--- config.mk ---
export PLATFORM = sky130hd
export DESIGN_NAME = knn_result_display
export DESIGN_NICKNAME = d
export VERILOG_FILES = /design/src/rtl/knn_result_display.sv
export SDC_FILE = /design/constraint.sdc
export NUM_CORES = 1
export LEC_CHECK = 0
export ABC_AREA = 1
export BUFFER_PORTS_ARGS = -buffer_cell sky130_fd_sc_hd__clkbuf_2
export CAP_MARGIN = 40
export CORE_MARGIN = 8
export CORE_UTILIZATION = 55
export CTS_BUF_LIST = sky130_fd_sc_hd__clkbuf_4 sky130_fd_sc_hd__clkbuf_8
export CTS_CLUSTER_DIAMETER = 50
export DETAILED_ROUTE_END_ITERATION = 16
export PLACE_DENSITY = 0.75
export SETUP_SLACK_MARGIN = 0.5
export SYNTH_ARGS = -nofsm -noshare
export SYNTH_HDL_FRONTEND = slang
export SYNTH_SLANG_ARGS = --single-unit
export TNS_END_PERCENT = 50
--- constraint.sdc ---
create_clock -name clk -period 1.9 [get_ports clk]
set_clock_uncertainty 0.05 [all_clocks]
set_input_delay 0.57 -clock clk [delete_from_list [all_inputs] [get_ports clk]]
set_output_delay 0.57 -clock clk [all_outputs]
set_load 0.03 [all_outputs]
--- src/rtl/knn_result_display.sv ---
// rtl/knn_result_display.sv - KNN result capture, page mux and busy blink for the 8 board LEDs
// Optional build macro: KNN_RESULT_HISTORY_EN (adds a 4-deep class history shown on the run page)
module knn_result_display #(
  parameter int BLINK_DIV = 25000000,
  parameter int CNT_W     = 8
) (
  input  logic        clk,
  input  logic        reset,
  input  logic        done,
  input  logic        running,
  input  logic [1:0]  predicted_class,
  input  logic        K_mode,
  input  logic [15:0] latency,
  input  logic        btn_page,
  output logic [7:0]  leds,
  output logic        result_valid
);

  localparam int BW = (BLINK_DIV > 2) ? $clog2(BLINK_DIV) : 1;

  typedef enum logic [1:0] {
    P_RESULT = 2'd0,
    P_LAT_LO = 2'd1,
    P_LAT_HI = 2'd2,
    P_RUNS   = 2'd3
  } page_t;

  page_t            page;
  page_t            page_nxt;
  logic             done_q;
  logic             capture_evt;
  logic [1:0]       cap_class;
  logic             cap_k;
  logic [15:0]      cap_lat;
  logic [CNT_W-1:0] run_cnt;
  logic [7:0]       run_cnt8;
  logic [BW-1:0]    blink_cnt;
  logic             blink;
  logic [7:0]       leds_nxt;
`ifdef KNN_RESULT_HISTORY_EN
  logic [7:0]       hist;
`endif

  // A capture happens only on the rising edge of done, however long done stays high
  assign capture_evt = done & ~done_q;

  // Run counter shown on 8 LEDs: zero-extend narrow counters, keep low byte of wide ones
  generate
    if (CNT_W >= 8) begin : g_cnt_wide
      assign run_cnt8 = run_cnt[7:0];
    end else begin : g_cnt_narrow
      assign run_cnt8 = {{(8 - CNT_W){1'b0}}, run_cnt};
    end
  endgenerate

  // Edge-detect register and captured result registers
  always_ff @(posedge clk) begin
    if (!reset) begin
      done_q       <= 1'b0;
      cap_class    <= 2'd0;
      cap_k        <= 1'b0;
      cap_lat      <= 16'd0;
      run_cnt      <= '0;
      result_valid <= 1'b0;
    end else begin
      done_q <= done;
      if (capture_evt) begin
        cap_class    <= predicted_class;
        cap_k        <= K_mode;
        cap_lat      <= latency;
        run_cnt      <= run_cnt + CNT_W'(1);
        result_valid <= 1'b1;
      end
    end
  end

`ifdef KNN_RESULT_HISTORY_EN
  // Class history: newest class shifts in at the bottom
  always_ff @(posedge clk) begin
    if (!reset) begin
      hist <= 8'd0;
    end else if (capture_evt) begin
      hist <= {hist[5:0], predicted_class};
    end
  end
`endif

  // Page state register
  always_ff @(posedge clk) begin
    if (!reset) begin
      page <= P_RESULT;
    end else begin
      page <= page_nxt;
    end
  end

  // Page next-state: a new capture always returns to the result page and swallows a coincident button pulse
  always_comb begin
    page_nxt = page;
    if (capture_evt) begin
      page_nxt = P_RESULT;
    end else if (btn_page) begin
      case (page)
        P_RESULT: page_nxt = P_LAT_LO;
        P_LAT_LO: page_nxt = P_LAT_HI;
        P_LAT_HI: page_nxt = P_RUNS;
        default:  page_nxt = P_RESULT;
      endcase
    end
  end

  // Busy blink: toggle every BLINK_DIV cycles while running, parked at zero when idle
  always_ff @(posedge clk) begin
    if (!reset || !running) begin
      blink_cnt <= '0;
      blink     <= 1'b0;
    end else if (blink_cnt == BW'(BLINK_DIV - 1)) begin
      blink_cnt <= '0;
      blink     <= ~blink;
    end else begin
      blink_cnt <= blink_cnt + BW'(1);
    end
  end

  // LED content for the current page; blink is gated by running so the LED goes dark as soon as work stops
  always_comb begin
    leds_nxt = 8'd0;
    case (page)
      P_RESULT: leds_nxt = {blink & running, run_cnt8[2:0], result_valid, cap_k, cap_class};
      P_LAT_LO: leds_nxt = cap_lat[7:0];
      P_LAT_HI: leds_nxt = cap_lat[15:8];
`ifdef KNN_RESULT_HISTORY_EN
      default:  leds_nxt = hist;
`else
      default:  leds_nxt = run_cnt8;
`endif
    endcase
  end

  // Registered LED drive
  always_ff @(posedge clk) begin
    if (!reset) begin
      leds <= 8'd0;
    end else begin
      leds <= leds_nxt;
    end
  end

endmodule

# == After elaboration in Yosys (flattened, before gate mapping) ==
# Cells that the tools add are included.
# totals
regBits,65
inputBits,24
out_inout_bits,9
wordCells,28
# op_classes
addsub,2
eq_ne,3
n_mux,2
bitwise,5
n_reduce_logical,6
# op_table
operator,count
$add A25 B1 Y25 const B,1
$eq A25 B25 Y1 const B,1
$pmux W8 S3,1
$add A8 B1 Y8 const B,1
$pmux W2 S3,1
$reduce_or A2 Y1,2
$not A1 Y1,3
$and A1 B1 Y1,2
$eq A2 B1 Y1 const B,1
$eq A2 B2 Y1 const B,1
$logic_not A1 Y1,2
$logic_not A2 Y1,1
$logic_or A1 B1 Y1,1

# == Depth between registers and ports, before layout ==
# logic_depth
ltp_word,3
depth_mapped,9
depth_no_buf,9

# == Worst setup path after synthesis ==
# No wires, ideal clock.
# synth_path
path_kind,register to register
from,register blink_cnt[0]
to,register blink_cnt[10]
setup_ns,0.116
arrival_time_ns,1.297
required_ns,1.734
path_slack_ns,0.437
stages_incl_launch_ff,10
path_buffers,1
synth_period_minus_slack_ns,1.463
cell_sequence,dfxtp_1 ha_1 inv_1 nor2_4 nand2_1 nor2_2 nand2_2 nand2_4 buf_6 nor2_1
# synth_between
elab_chain_len,2
elab_cells_between_ends,3
cone_classes,add/sub: 1; eq/ne: 1; reduce/logical: 1
# synth_rtl
element,line,rtl
"start, declared",37,logic [BW-1:0] blink_cnt;
"start signal, assigned",121,blink_cnt <= blink_cnt + BW'(1);
"parallel branches: the longest is 2 deep, another holds $add A25 B1 Y25",n/a,
# Parallel ways; which one is timed is not known.
# A chain may end at the register's enable or synchronous reset.

# == Worst setup path after layout ==
# layout_path
from,register blink_cnt[0]
to,register blink_cnt[12]
# Same word-level chain as after synthesis.

==> results.toml <==
[power]
finalPower_uw = 2920
power_density_nw_per_um2 = 780
ir_worst_vdd_mv = 0.728
leakage_uw = 0.00142

[synthesis]
synth-adder-area-share_pct = 2.53
synth-xor-area-share_pct = 3.25
synth_compound_area_share_pct = 10.5
ys_ff_latch = 65
ys_seq_area_share_pct = 43.8
synthSimpleGateAreaFrac_pct = 32.8
synth_top_cell_by_area = "dfxtp_1"
syn_inst = 431
synthTopCellsByArea = "dfxtp_1, nor2_1, nand2_1"
synthesis.area_um2 = 2970
synth_area_per_cell_um2 = 6.89
yosysWarningCount = 0
synth_cell_type_count = 23
synth_top_family_by_area = "simple AND/OR/NAND/NOR gates"
muxShareOfSynthArea_pct = 0
synth_top_area_share_pct = 43.8
syn_nets = 461

[routing]
totalWireLength_um = 7790
vias = 2913
drtIter0Drc = 170
wl_per_cell_um = 14.1
drt-pass1-iter-count = 5
drcViolationCount = 0
viasPerCell = 5.28
ant_nets = 0

[global_routing]
grt_pass1_wl_um = 12600
track_usage_pct = 20.3
grt_max_degree = 23
grt-ovfl-total = 0
grt_pass1_vias = 2862
antenna_found_initial = 0

[status]
status = "finished, final reports clean"

[layout]
n_fill_cell = 383
area_growth_pct = 26.3
final_cell_mix = "nor2_1, nand2_1, dfxtp_1, inv_1, o21ai_0"
mostFrequentLayoutCell = "nor2_1"
nets = 507
n_antenna_cell = 0
layout-drive-gt1-share_pct = 23.0
final_core_util_pct = 72.5

[timing]
hold_viol = 0
fin_setup_tns_ps = 0
maxSlewViolCount = 0
relSlewSlack_pct = 60.6
fin_crit_sh_pct = 79.1
tightest_slew_ps = 590
rsz0062_at_grt = "true"
max_freq_mhz = 665
min_period_ps = 1500
setup_violations = 0

[floorplan]
rows = 26
core-area_um2 = 5170
dieArea_um2 = 8000
io_pins = 33
start_util_pct = 57.4
chipWidth_um = 89.5
die_y_um = 89.5

[critical_path]
required_ps = 2070
crit_fanout = 3
critPathKind = "reg2reg"
reg2reg_depth = 6
r2r_slack_ps = 400
critPathLaunchType = "register"
crit_path_end_kind = "register"
timing.critical_path.arrival_ps = 1670

[placed_design]
detailed_place_hpwl_um = 4880
place_congestion = 0.892
io_buffers = 32

[clocking]
htreeDepth = 3
clk_latency_ps = 340
cts_tree = "built"
cts_root_buf = "clkbuf_8"
cts_buffer_depth = 2
cts_buffers = 9
cts.sinks = 65
clkTransAtPathRegs_ps = 70

[job]
drv_cap = 0

[min_path]
hold_path_depth = 3
hold_class = "in2reg"
layout make-up:
type                       instances  area [um2]  area share, %
multi-input combinational        317        1670           44.5
sequential                        65        1310           35.0
timing repair buffer              46         319           8.51
clock buffer                      14         180           4.81
inverter                          38         145           3.87
tap                               70        87.6           2.34
clock inverter                     2        35.0          0.935
path summary, 6_finish.rpt:
path                 from             to
min reg2reg  cap_class[1]        leds[1]
max          blink_cnt[0]  blink_cnt[12]
max reg2reg  blink_cnt[0]  blink_cnt[12]
min                  done         done_q
registers in the layout, indices dropped and copies added, names as in the netlist:
register      count
result_valid      1
done_q            1
cap_class         2
blink_cnt        25
blink             1
leds              8
cap_lat          16
page              2
run_cnt           8
cap_k             1
critical path: stages, from the launching register on:
cell and delay, ps:
dfxtp_2 350, ha_4 150, buf_4 110, nand3_1 180, nor2_1 260, xnor2_1 220, nor2_4 60
report_power, final:
part / switching [uW] / total [uW] / leakage, uW / internal (uW)
Combinational: 146 / 243 / 0.000770 / 96.8
Clock: 493 / 1230 / 0.000114 / 741
Sequential: 29.7 / 1440 / 0.000535 / 1420
Yosys cell counts, drive strengths merged:
cell type,count
xor2,5
xnor2,6
nand4,4
a21oi,20
nand3b,1
nor3,3
clkbuf,8
buf,6
inv,38
nand3,22
o21ai,31
nor2,116
dfxtp,65
nand2,90
ha,6
a31oi,8
and2,1
a211oi,1
per-stage QoR:
stage / instances / hold WS [ps] / area, um2 / setup WS (ps)
after floorplan: 431 / 369 / 2970 / 515
after global placement: 524 / 378 / 3190 / 370
after detailed placement: 524 / 385 / 3190 / 325
after CTS: 549 / 374 / 3640 / 444
after global routing: 552 / 397 / 3750 / 310
final: 552 / 379 / 3750 / 397
per-layer routing:
| layer | vias up | routed length [um] | track usage [%] |
|---|---|---|---|
| met4 | 0 | 263 | 9.21 |
| li1 | 1459 | - | - |
| met5 | - | 0 | 0 |
| met3 | 26 | 481 | 7.35 |
| met1 | 1316 | 3070 | 21.7 |
| met2 | 112 | 3980 | 35.1 |
cell families after synthesis:
family	count (synthesis)
and+or+nand+nor	237
DFF	65
AOI/OAI and AO/OA	60
buffers and inverters	52
xor gates and xnor gates	11
adders and majority gates	6
repair_timing:
item                       CTS  global route
gates resized for setup     45            28
gates cloned                 3             0
setup endpoints to repair   34            40
buffers inserted             6             3
hold buffers                 0             0
pin swaps                   16             4
(Power assumes the default switching activity.)
